File: src/rtl/mem_fill_controller.sv
// Cache miss-service and write-through controller: fetches a missing 16-byte block as
// pipelined word reads into the icache or dcache, and forwards stores to main memory.
module mem_fill_controller #(
    parameter int WORDS_PER_BLOCK = 8,
    parameter int MEM_LATENCY     = 4
) (
    input  logic        clk,
    input  logic        rst,
    input  logic        icache_miss,
    input  logic [15:0] icache_miss_addr,
    input  logic        dcache_miss,
    input  logic [15:0] dcache_miss_addr,
    input  logic        store_req,
    input  logic [15:0] store_addr,
    input  logic [15:0] store_data,
    output logic        store_ack,
    output logic        stall_n,
    output logic [15:0] fill_addr,
    output logic [15:0] fill_data,
    output logic        icache_wr_data,
    output logic        icache_wr_tag,
    output logic        dcache_wr_data,
    output logic        dcache_wr_tag,
    output logic [15:0] mem_addr,
    output logic [15:0] mem_data_in,
    output logic        mem_enable,
    output logic        mem_wr,
    input  logic [15:0] mem_data_out,
    input  logic        mem_data_valid
);

    typedef enum logic {
        IDLE,
        FILL
    } state_t;

    localparam logic [3:0] ISSUE_END = 4'(WORDS_PER_BLOCK);
    localparam logic [2:0] RET_LAST  = 3'(WORDS_PER_BLOCK - 1);

    state_t      state;
    logic [15:0] base;
    logic        target;
    logic [3:0]  issue_cnt;
    logic [2:0]  ret_cnt;

    logic        issuing;
    logic        ret_accept;
    logic        ret_last;

    assign issuing  = (state == FILL) && (issue_cnt < ISSUE_END);
    assign ret_last = (ret_cnt == RET_LAST);

    // A return is only genuine once its request is at least MEM_LATENCY issues old.
    assign ret_accept = (state == FILL) && mem_data_valid &&
                        ((issue_cnt == ISSUE_END) ||
                         (int'(ret_cnt) + MEM_LATENCY <= int'(issue_cnt)));

    assign stall_n = ~((state == FILL) | icache_miss | dcache_miss);

    always_ff @(posedge clk) begin
        if (rst) begin
            state     <= IDLE;
            base      <= 16'h0000;
            target    <= 1'b0;
            issue_cnt <= 4'd0;
            ret_cnt   <= 3'd0;
        end else begin
            case (state)
                IDLE: begin
                    if (dcache_miss) begin
                        base   <= dcache_miss_addr & 16'hFFF0;
                        target <= 1'b1;
                        state  <= FILL;
                    end else if (icache_miss) begin
                        base   <= icache_miss_addr & 16'hFFF0;
                        target <= 1'b0;
                        state  <= FILL;
                    end
                end
                FILL: begin
                    if (issuing) begin
                        issue_cnt <= issue_cnt + 4'd1;
                    end
                    if (ret_accept) begin
                        if (ret_last) begin
                            issue_cnt <= 4'd0;
                            ret_cnt   <= 3'd0;
                            state     <= IDLE;
                        end else begin
                            ret_cnt <= ret_cnt + 3'd1;
                        end
                    end
                end
                default: state <= IDLE;
            endcase
        end
    end

    always_comb begin
        store_ack      = 1'b0;
        fill_addr      = 16'h0000;
        fill_data      = 16'h0000;
        icache_wr_data = 1'b0;
        icache_wr_tag  = 1'b0;
        dcache_wr_data = 1'b0;
        dcache_wr_tag  = 1'b0;
        mem_addr       = 16'h0000;
        mem_data_in    = 16'h0000;
        mem_enable     = 1'b0;
        mem_wr         = 1'b0;
        if (state == IDLE) begin
            // Stores yield to any miss; the store is retried once the fill is done.
            if (!dcache_miss && !icache_miss && store_req) begin
                mem_enable  = 1'b1;
                mem_wr      = 1'b1;
                mem_addr    = store_addr;
                mem_data_in = store_data;
                store_ack   = 1'b1;
            end
        end else begin
            if (issuing) begin
                mem_enable = 1'b1;
                mem_addr   = base + {11'b0, issue_cnt, 1'b0};
            end
            if (ret_accept) begin
                fill_data = mem_data_out;
                fill_addr = base + {12'b0, ret_cnt, 1'b0};
                if (target) begin
                    dcache_wr_data = 1'b1;
                    dcache_wr_tag  = ret_last;
                end else begin
                    icache_wr_data = 1'b1;
                    icache_wr_tag  = ret_last;
                end
            end
        end
    end

endmodule

File: config.mk
export PLATFORM = sky130hd
export DESIGN_NAME = mem_fill_controller
export DESIGN_NICKNAME = d
export VERILOG_FILES = /design/src/rtl/mem_fill_controller.sv
export SDC_FILE = /design/constraint.sdc
export NUM_CORES = 1
export LEC_CHECK = 0
export BUFFER_PORTS_ARGS = -buffer_cell sky130_fd_sc_hd__buf_2
export CORE_MARGIN = 4
export CORE_UTILIZATION = 39
export CTS_BUF_LIST = sky130_fd_sc_hd__clkbuf_4 sky130_fd_sc_hd__clkbuf_8 sky130_fd_sc_hd__clkbuf_16
export CTS_CLUSTER_SIZE = 12
export DETAILED_ROUTE_END_ITERATION = 8
export GPL_TIMING_DRIVEN = 0
export PLACE_DENSITY = 0.89
export SYNTH_ARGS = -nofsm -noshare
export SYNTH_HDL_FRONTEND = slang
export SYNTH_SLANG_ARGS = --single-unit
File: constraint.sdc
create_clock -name clk -period 2.7 [get_ports clk]
set_clock_uncertainty 0.15 [all_clocks]
set_input_delay 0.27 -clock clk [delete_from_list [all_inputs] [get_ports clk]]
set_output_delay 0.27 -clock clk [all_outputs]
set_load 0.05 [all_outputs]
==> results of run 1 <==
-- per-layer routing --
metal	GRT usage (%)	vias to the layer above
met3	2.78	12
met1	23.6	1027
met2	33.7	92
li1	-	1142
met5	0	-
met4	5.16	0
-- worst paths after layout --
check | end | slack (ps) | cells past startpoint
setup reg to reg | ret_cnt[0]$_SDFFE_PP0P_ | 730 | 7
hold / removal | base[14]$_SDFFE_PP0P_ | 190 | 3
hold reg to reg | target$_SDFFE_PP0P_ | 370 | 2
setup / recovery | fill_data[7] | 100 | 9
-- registers in the layout, summed over array words and instances, names as in the netlist --
signal / count
state: 1
base: 12
target: 1
issue_cnt: 4
ret_cnt: 3
-- logic make-up (layout without fill, tap and decap cells) --
kind of cell	after synthesis	count (layout)	synth area share [%]
simple gates	117	117	34.4
compound gates	39	39	14.4
fa+ha+maj	11	11	7.24
mux	15	15	8.16
xor+xnor	11	11	5.07
flops	21	21	22.1
other cells	1	1	0.197
buf+inv	29	183	8.36
-- where the power goes --
group | leakage (nW) | switching (mW) | internal [mW]
logic | 1.35 | 0.175 | 0.110
registers | 0.174 | 0.0328 | 0.331
clock network | 0.0217 | 0.113 | 0.104
-- worst max-delay path, stage by stage, from the launching register on --
cell	delay [ps]
sky130_fd_sc_hd__dfxtp_2	360
sky130_fd_sc_hd__inv_2	60
sky130_fd_sc_hd__ha_1	310
sky130_fd_sc_hd__nor2b_1	140
sky130_fd_sc_hd__o211a_1	250
sky130_fd_sc_hd__o21ai_4	160
sky130_fd_sc_hd__buf_4	150
sky130_fd_sc_hd__buf_6	110
sky130_fd_sc_hd__and2_1	130
sky130_fd_sc_hd__clkbuf_4	230
-- final cells by class --
type / instances / area [sq um] / area share (%)
flip-flops and latches: 21 / 423 / 14.5
clock inverters: 1 / 7.51 / 0.257
multi-input cells: 194 / 1340 / 45.9
inverters: 10 / 37.5 / 1.28
clock buffers: 3 / 41.3 / 1.41
repair buffers: 150 / 866 / 29.6
well taps: 67 / 83.8 / 2.87
plain buffers: 19 / 121 / 4.15
-- cell usage in the layout (no fill, tap or decap), types with 4 or more instances in the layout --
cell type                  synthesis  routed
sky130_fd_sc_hd__a211oi_1         12      12
sky130_fd_sc_hd__and2_1           33      33
sky130_fd_sc_hd__and3_1           17      17
sky130_fd_sc_hd__buf_2             4     119
sky130_fd_sc_hd__buf_4             6      24
sky130_fd_sc_hd__buf_6             3       7
sky130_fd_sc_hd__clkbuf_1          6       6
sky130_fd_sc_hd__clkbuf_4          0      12
sky130_fd_sc_hd__dfxtp_1          21      19
sky130_fd_sc_hd__ha_1             11      10
sky130_fd_sc_hd__inv_1            10       9
sky130_fd_sc_hd__mux2i_1          14      14
sky130_fd_sc_hd__nand2_1          18      18
sky130_fd_sc_hd__nand2b_1          4       4
sky130_fd_sc_hd__nand3_1           6       6
sky130_fd_sc_hd__nor2_1           17      17
sky130_fd_sc_hd__nor3_1            8       8
sky130_fd_sc_hd__o21ai_0          11      11
sky130_fd_sc_hd__xnor2_1           9       9
-- metrics by stage --
| step | cell area, sq um | cells | setup WS, ps | utilization, % |
|---|---|---|---|---|
| 6_report | 2920 | 465 | 102 | 61.9 |
| 5_1_grt | 2920 | 465 | -8.15 | 61.9 |
| 4_1_cts | 2820 | 465 | 3.92 | 59.6 |
| 3_5_place_dp | 2720 | 457 | 137 | 57.5 |
| 3_3_place_gp | 2720 | 457 | 193 | 57.5 |
| 2_1_floorplan | 1900 | 244 | 78.3 | - |
-- repair_timing --
action                     4_1_cts  5_1_grt
buffers inserted                 4        0
setup endpoints to repair       35       35
pin swaps                        1        1
gates resized for setup          3       55
cloned                           0        0
==> flow_summary.yaml, run 1 <==
synth:
  count_leader_synth: "sky130_fd_sc_hd__and2_1"
  ys_top_cells_by_count: "sky130_fd_sc_hd__and2_1 (33), sky130_fd_sc_hd__dfxtp_1 (21), sky130_fd_sc_hd__nand2_1 (18), sky130_fd_sc_hd__and3_1 (17), sky130_fd_sc_hd__nor2_1 (17)"
  netlist-cell-type-count: 42
  netlist.area_leader.share_pct: 22.1
  synth_top_cells_by_area: "sky130_fd_sc_hd__dfxtp_1 (22%), sky130_fd_sc_hd__and2_1 (11%), sky130_fd_sc_hd__mux2i_1 (7.4%), sky130_fd_sc_hd__ha_1 (7.2%), sky130_fd_sc_hd__and3_1 (5.6%)"
  synthesis.area_sq_um: 1900
  synth_fp_nets: 341
  post-synth-top-area-cell: "sky130_fd_sc_hd__dfxtp_1"
  synth_enable_flop_cells: 0
  netlist_instances: 244
  synth.avg_cell_area_sq_um: 7.79
  postSynth.asyncResetShare_pct: 0
  yosysWarnings: 0
  ys.flop_type: "sky130_fd_sc_hd__dfxtp_1"
  register_bit_count_reported_by_yosys: 21
  yosysSeqAreaShare_pct: 22.1
setup_path:
  crit_path_start_kind: "flop"
  data_required_time_of_the_critical_path_ps: 2280
  critical_path_peak_fanout: 10
  critPathArrivalTime_ps: 2180
  crit-reg2reg-launch: "issue_cnt[1]$_SDFFE_PP0P_"
  critical_path_class: "reg -> out"
  worst_setup_path_end_kind: "primary output"
  critical_path.startpoint: "issue_cnt[1]$_SDFFE_PP0P_"
clock_tree:
  clock_insertion_delay_worst_skew_ps: 260
  htree_num_levels: 1
  worst_setup_hold_path_clk_slew_ps: 90
  cts-root-buf: "sky130_fd_sc_hd__clkbuf_8"
  clock_path_buffers: 2
  cts_sinks: 21
  tritoncts: "yes"
  number_of_buffers_added_to_fix_hold_violations_after_cts: 0
  cts-buffers-inserted: 3
routing:
  postRouteAntennaNets: 0
  drt-initial-drc-count: 119
  drtPass1Iterations: 4
  wl_met1_microns: 2510
  viasPerCell: 4.89
  post_drt_wl_per_cell_microns: 13.4
  route.detailed.drc: 0
  drt-total-wl_microns: 6240
  dr.max_layer_used: "met4"
  vias: 2273
  met2WireLength_microns: 3200
  met3WireLength_microns: 416
place:
  numPortBuffers: 146
  place.gp.congestion: 0.820
  hpwlAfterDp_microns: 4990
floorplanning:
  die_w_microns: 77.8
  die_h_microns: 77.8
  top_level_ports: 158
  total_die_area_sq_um: 6050
  initial_core_util_pct: 40.2
  core_region_area_sq_um: 4720
  floorplan.rows: 25
grt:
  overflow: 0
  global_route_wire_length_before_repair_microns: 9650
  vias_in_the_first_global_route: 2144
  number_of_antenna_violations_at_the_first_check_in_global_routing: 0
  largest_net_degree_at_the_start_of_global_routing: 14
  grt_usage_pct: 19.0
sta:
  final_min_period_over_clock_period_pct: 96.2
  hold_viol: 0
  final_max_slew_viol_count: 0
  hold_ws_ps: 189
  grt_setup_unrepaired: "yes"
  setup_viol: 0
  max_freq_mhz: 385
  finalCriticalPeriod_ps: 2600
  fin_setup_tns_ps: 0
finish:
  insertedDiodeCount: 0
  filler_cell_count_in_the_final_layout: 410
  final_net_count: 496
  layout-drive-gt1-share_pct: 45.7
  flow.area_growth_from_synthesis_pct: 53.7
power:
  vdd_drop_max_v: 0.000242
  power_total_uw: 865
  pwr_density_cell_nw_per_um2: 296
  total_leakage_power_nw: 1.55
run_status:
  status: "complete, no violations"
min_path:
  timing.hold.worst.class: "in -> reg"
  worstHoldStart: "icache_miss_addr[14]"
job:
  max_cap_viol_count: 0
Power figures use the tool's default switching activity.
==> inputs of run 2 (changes only) <==
--- a/config.mk
+++ b/config.mk
@@ -7,11 +7,13 @@
 export LEC_CHECK = 0
 export BUFFER_PORTS_ARGS = -buffer_cell sky130_fd_sc_hd__buf_2
+export CELL_PAD_IN_SITES_DETAIL_PLACEMENT = 0
+export CELL_PAD_IN_SITES_GLOBAL_PLACEMENT = 1
 export CORE_MARGIN = 4
-export CORE_UTILIZATION = 39
+export CORE_UTILIZATION = 25
 export CTS_BUF_LIST = sky130_fd_sc_hd__clkbuf_4 sky130_fd_sc_hd__clkbuf_8 sky130_fd_sc_hd__clkbuf_16
 export CTS_CLUSTER_SIZE = 12
 export DETAILED_ROUTE_END_ITERATION = 8
 export GPL_TIMING_DRIVEN = 0
-export PLACE_DENSITY = 0.89
+export PLACE_DENSITY = 0.88
 export SYNTH_ARGS = -nofsm -noshare
 export SYNTH_HDL_FRONTEND = slang
--- a/constraint.sdc
+++ b/constraint.sdc
@@ -3,3 +3,3 @@
 set_input_delay 0.27 -clock clk [delete_from_list [all_inputs] [get_ports clk]]
 set_output_delay 0.27 -clock clk [all_outputs]
-set_load 0.05 [all_outputs]
+set_load 0.005 [all_outputs]
==> flow_summary.yaml, run 2 (synthesis gave the netlist of run 1 again) <==
grt:
  global_route_wire_length_before_repair_microns: 9360
  largest_net_degree_at_the_start_of_global_routing: 13
  number_of_antenna_violations_at_the_first_check_in_global_routing: 0
  overflow: 0
  vias_in_the_first_global_route: 1985
  grt_usage_pct: 12.9
floorplanning:
  total_die_area_sq_um: 9060
  top_level_ports: 158
  initial_core_util_pct: 25.9
  die_w_microns: 95.2
  floorplan.rows: 31
  core_region_area_sq_um: 7330
  die_h_microns: 95.2
job:
  max_cap_viol_count: 0
finish:
  largest_register_ff_count: 12
  insertedDiodeCount: 0
  largest_registers: "base x12, issue_cnt x4, ret_cnt x3"
  final_net_count: 496
  post-route-cell-area_sq_um: 2840
  layout.cells.most_common: "sky130_fd_sc_hd__buf_2"
  layout-drive-gt1-share_pct: 45.2
  layout.cells.most_common_list: "sky130_fd_sc_hd__buf_2 (150), sky130_fd_sc_hd__and2_1 (33), sky130_fd_sc_hd__dfxtp_1 (19)"
  largest_register: "base"
  flow.area_growth_from_synthesis_pct: 49.6
setup_path:
  cp_slowest_stage_delay_ps: 390
  critical_path_class: "reg -> out"
  critical_path_peak_fanout: 10
  timing.critical_path.buf_inv: 3
  worst_setup_path_end_kind: "primary output"
  critPathArrivalTime_ps: 2170
  critical-path-top-delay-family: "compound AO/OA/AOI/OAI gates"
  crit_path_start_kind: "flop"
  crit_path_cell_trace: "inv_1 -> ha_1 -> a21oi_1 -> nand3_2 -> o21ai_4 -> buf_6 -> and2_1 -> buf_2"
  timing.critical_path.slowest_stage_cell: "sky130_fd_sc_hd__dfxtp_2"
  data_required_time_of_the_critical_path_ps: 2280
  slack_of_the_worst_reg_to_reg_path_ps: 550
clock_tree:
  worst_setup_hold_path_clk_slew_ps: 80
  cts_sinks: 21
  htree_num_levels: 1
  cts-buffers-inserted: 3
  tritoncts: "yes"
  clock_insertion_delay_worst_skew_ps: 260
  clock_path_buffers: 2
  cts-root-buf: "sky130_fd_sc_hd__clkbuf_8"
  number_of_buffers_added_to_fix_hold_violations_after_cts: 0
sta:
  finalCriticalPeriod_ps: 2590
  setup_viol: 0
  final_max_slew_viol_count: 0
  hold_viol: 0
  hold_ws_ps: 169
  max_freq_mhz: 386
  final_min_period_over_clock_period_pct: 96.0
routing:
  drtPass1Iterations: 4
  vias: 2191
  drt-total-wl_microns: 6390
  drt-initial-drc-count: 72
  postRouteAntennaNets: 0
  route.detailed.drc: 0
  viasPerCell: 4.41
  post_drt_wl_per_cell_microns: 12.8
place:
  place.gp.congestion: 0.750
  numPortBuffers: 146
  hpwlAfterDp_microns: 5370
  cell_area_after_placement_sq_um: 2760
power:
  sequential_power_share_pct: 46.8
  pwr-share-clk_pct: 26.8
  comb_power_share_pct: 26.4
  total_leakage_power_nw: 1.56
  sw_frac_of_total_pct: 29.9
  pwr_density_cell_nw_per_um2: 272
  power_spent_charging_and_discharging_nets_uw: 231
  vdd_drop_max_v: 0.000179
  intPower_uw: 542
min_path:
  timing.hold.worst.class: "in -> reg"
run_status:
  status: "complete, no violations"
==> run 2: final timing paths <==
| check | cells past startpoint | start | to |
|---|---|---|---|
| worst max-delay path | 8 | issue_cnt[3]$_SDFFE_PP0P_ | fill_addr[5] |
| worst min-delay path | 3 | dcache_miss | target$_SDFFE_PP0P_ |
| worst max register to register | 7 | issue_cnt[3]$_SDFFE_PP0P_ | ret_cnt[0]$_SDFFE_PP0P_ |
| worst min register to register | 2 | ret_cnt[1]$_SDFFE_PP0P_ | ret_cnt[1]$_SDFFE_PP0P_ |
==> run 2: power groups by stage <==
stage | Clock [mW] | Combinational [mW] | Sequential, mW
after floorplan | 0 | 0.109 | 0.360
after global placement | 0 | 0.203 | 0.367
after detailed placement | 0 | 0.207 | 0.369
after CTS | 0.212 | 0.208 | 0.362
after global routing | 0.228 | 0.235 | 0.366
final | 0.207 | 0.205 | 0.362
==> run 2: worst min-delay path, stage by stage <==
cell                       delay (ps)
sky130_fd_sc_hd__buf_2            140
sky130_fd_sc_hd__nand2b_1          70
sky130_fd_sc_hd__a21oi_1           50
==> run 2: per-layer routing <==
metal / GRT usage (%) / wire (microns) / vias to the layer above
li1: - / - / 1145
met1: 17.1 / 2760 / 972
met2: 22.4 / 3230 / 72
met3: 1.26 / 353 / 2
met4: 3.25 / 46 / 0
met5: 0 / 0 / -
==> run 2: cell type report <==
| cell class | instances | area (sq um) |
|---|---|---|
| fillers | 778 | 4490 |
| multi-input cells | 195 | 1340 |
| repair buffers | 149 | 753 |
| flip-flops and latches | 21 | 423 |
| well taps | 99 | 124 |
| plain buffers | 19 | 121 |
| clock buffers | 3 | 41.3 |
| inverters | 10 | 37.5 |
| clock inverters | 1 | 5.00 |
==> run 2: per-stage QoR <==
| stage | utilization (%) | std cells | total power [mW] | setup TNS (ps) | setup slack [ps] |
|---|---|---|---|---|---|
| finish | 38.8 | 497 | 0.773 | 0 | 107 |
| floorplan | - | 244 | 0.468 | 0 | 630 |
| global route | 38.8 | 497 | 0.829 | -11.9 | -11.0 |
| detailed placement | 37.6 | 489 | 0.576 | 0 | 319 |
| CTS | 38.2 | 493 | 0.781 | 0 | 17.7 |
| global placement | 37.6 | 489 | 0.570 | 0 | 344 |
==> run 2: repair_timing <==
action	CTS	global route
gates resized for setup	0	4
buffers inserted	0	3
setup endpoints to repair	0	34
==> inputs of run 3 (changes only) <==
ABC_AREA = 1   (was not set)
CORE_UTILIZATION = 24   (was 25)
PLACE_DENSITY = 0.89   (was 0.88)
==> flow_summary.yaml, run 3 <==
run_status:
  status: "complete, no violations"
routing:
  drt-total-wl_microns: 6660
  drt-initial-drc-count: 81
  route.detailed.drc: 0
  drtPass1Iterations: 4
  viasPerCell: 4.22
  post_drt_wl_per_cell_microns: 11.3
  postRouteAntennaNets: 0
  vias: 2488
sta:
  finalCriticalPeriod_ps: 2480
  hold_viol: 0
  final_max_slew_viol_count: 0
  hold_ws_ps: 111
  setup_viol: 0
  final_min_period_over_clock_period_pct: 92.0
  max_freq_mhz: 403
  grt_setup_unrepaired: "no"
  fin_setup_tns_ps: 0
synth:
  register_bit_count_reported_by_yosys: 21
  netlist.area_leader.share_pct: 21.9
  postSynth.asyncResetShare_pct: 0
  yosysSeqAreaShare_pct: 21.9
  netlist-cell-type-count: 28
  netlist_instances: 337
  synth.avg_cell_area_sq_um: 5.70
  synth_fp_nets: 434
  synth_top_cells_by_area: "sky130_fd_sc_hd__dfxtp_1 (22%), sky130_fd_sc_hd__inv_1 (15%), sky130_fd_sc_hd__nor2_1 (14%), sky130_fd_sc_hd__nand2_1 (9.0%), sky130_fd_sc_hd__a21oi_1 (8.3%)"
  synth_enable_flop_cells: 0
  yosysWarnings: 0
  ys_top_cells_by_count: "sky130_fd_sc_hd__inv_1 (77), sky130_fd_sc_hd__nor2_1 (74), sky130_fd_sc_hd__nand2_1 (46), sky130_fd_sc_hd__a21oi_1 (32), sky130_fd_sc_hd__o21ai_0 (25)"
  ys.flop_type: "sky130_fd_sc_hd__dfxtp_1"
  post-synth-top-area-cell: "sky130_fd_sc_hd__dfxtp_1"
  count_leader_synth: "sky130_fd_sc_hd__inv_1"
  synthesis.area_sq_um: 1920
clock_tree:
  htree_num_levels: 1
  clock_path_buffers: 2
  clock_insertion_delay_worst_skew_ps: 260
  cts.repair_timing.setup_buffer_count: 0
  cts-buffers-inserted: 3
  cts_sinks: 21
  worst_setup_hold_path_clk_slew_ps: 80
  number_of_buffers_added_to_fix_hold_violations_after_cts: 0
  cts-root-buf: "sky130_fd_sc_hd__clkbuf_8"
  tritoncts: "yes"
  post_cts_resize_count: 0
floorplanning:
  total_die_area_sq_um: 9500
  core_region_area_sq_um: 7770
  floorplan.rows: 32
  die_w_microns: 97.5
  initial_core_util_pct: 24.7
  die_h_microns: 97.5
  top_level_ports: 158
power:
  pwr_density_cell_nw_per_um2: 281
  vdd_drop_max_v: 0.000187
  total_leakage_power_nw: 1.77
finish:
  insertedDiodeCount: 0
  layout-drive-gt1-share_pct: 35.2
  layout.cells.most_common: "sky130_fd_sc_hd__buf_2"
  layout.cells.most_common_list: "sky130_fd_sc_hd__buf_2 (155), sky130_fd_sc_hd__inv_1 (77), sky130_fd_sc_hd__nor2_1 (74)"
  filler_cell_count_in_the_final_layout: 869
  largest_register_ff_count: 12
  final_net_count: 586
  largest_register: "base"
  largest_registers: "base x12, issue_cnt x4, ret_cnt x3"
  flow.area_growth_from_synthesis_pct: 47.5
grt:
  vias_in_the_first_global_route: 2399
  global_route_wire_length_before_repair_microns: 10700
  number_of_antenna_violations_at_the_first_check_in_global_routing: 0
  grt_usage_pct: 13.3
  overflow: 0
  largest_net_degree_at_the_start_of_global_routing: 14
setup_path:
  critical_path_class: "reg -> out"
  crit_path_start_kind: "flop"
  data_required_time_of_the_critical_path_ps: 2280
  critical_path_peak_fanout: 10
  worst_setup_path_end_kind: "primary output"
  critPathArrivalTime_ps: 2060
place:
  hpwlAfterDp_microns: 5670
  numPortBuffers: 147
  place.gp.congestion: 0.820
min_path:
  timing.hold.worst.class: "in -> reg"
job:
  max_cap_viol_count: 0
==> run 3: stage by stage <==
stage / instance area (sq um) / setup WS [ps] / power, mW / utilization, % / std cells
final: 2830 / 217 / 0.797 / 36.5 / 590
after floorplan: 1920 / 838 / 0.479 / - / 337
after detailed placement: 2790 / 491 / 0.594 / 35.9 / 586
after global placement: 2790 / 534 / 0.589 / 35.9 / 586
after CTS: 2830 / 190 / 0.805 / 36.5 / 590
after global routing: 2830 / 24.4 / 0.852 / 36.5 / 590
==> run 3: cell families after synthesis <==
logic type | after synthesis | synth area share (%)
buf+inv | 95 | 21.0
flops | 21 | 21.9
other cells | 1 | 0.195
fa+ha+maj | 11 | 7.16
compound gates | 65 | 18.0
simple gates | 142 | 30.9
xor+xnor | 2 | 0.912
==> run 3: layout make-up <==
cell class	instances	area (sq um)	area share, %
tap	102	128	4.50
clock inverter	1	7.51	0.265
sequential	21	420	14.8
inverter	78	295	10.4
buffer	17	108	3.80
multi-input combinational	221	1100	38.8
timing repair buffer	147	736	26.0
clock buffer	3	41.3	1.46
==> run 3: power breakdown <==
part / internal (mW) / switching (mW)
registers: 0.330 / 0.0211
clock network: 0.104 / 0.107
logic: 0.108 / 0.126
==> run 3: path summary, 6_finish.rpt <==
check / from / end / slack (ps) / cells past startpoint
max reg2reg: issue_cnt[1]$_SDFFE_PP0P_ / ret_cnt[0]$_SDFFE_PP0P_ / 890 / 11
min reg2reg: ret_cnt[1]$_SDFFE_PP0P_ / ret_cnt[1]$_SDFFE_PP0P_ / 370 / 2
max: issue_cnt[3]$_SDFFE_PP0P_ / fill_addr[5] / 220 / 11
min: rst / target$_SDFFE_PP0P_ / 110 / 2
==> run 3: worst max-delay path, stage by stage, from the launching register on <==
cell	delay, ps
sky130_fd_sc_hd__dfxtp_1	360
sky130_fd_sc_hd__inv_1	90
sky130_fd_sc_hd__ha_1	310
sky130_fd_sc_hd__nand2_1	80
sky130_fd_sc_hd__nor2_1	50
sky130_fd_sc_hd__nor2_1	80
sky130_fd_sc_hd__nand2_1	100
sky130_fd_sc_hd__nand2_1	90
sky130_fd_sc_hd__buf_2	210
sky130_fd_sc_hd__buf_2	250
sky130_fd_sc_hd__nor2_1	60
sky130_fd_sc_hd__buf_2	130
==> run 3: routing by layer <==
layer	up-vias	part of all wire [%]	wire [microns]	track usage (%)
met3	4	7.9	527	2.44
met5	-	0	0	0
met4	0	1.2	79	3.83
met2	92	45	3020	22.8
li1	1325	-	-	-
met1	1067	46	3040	17.1
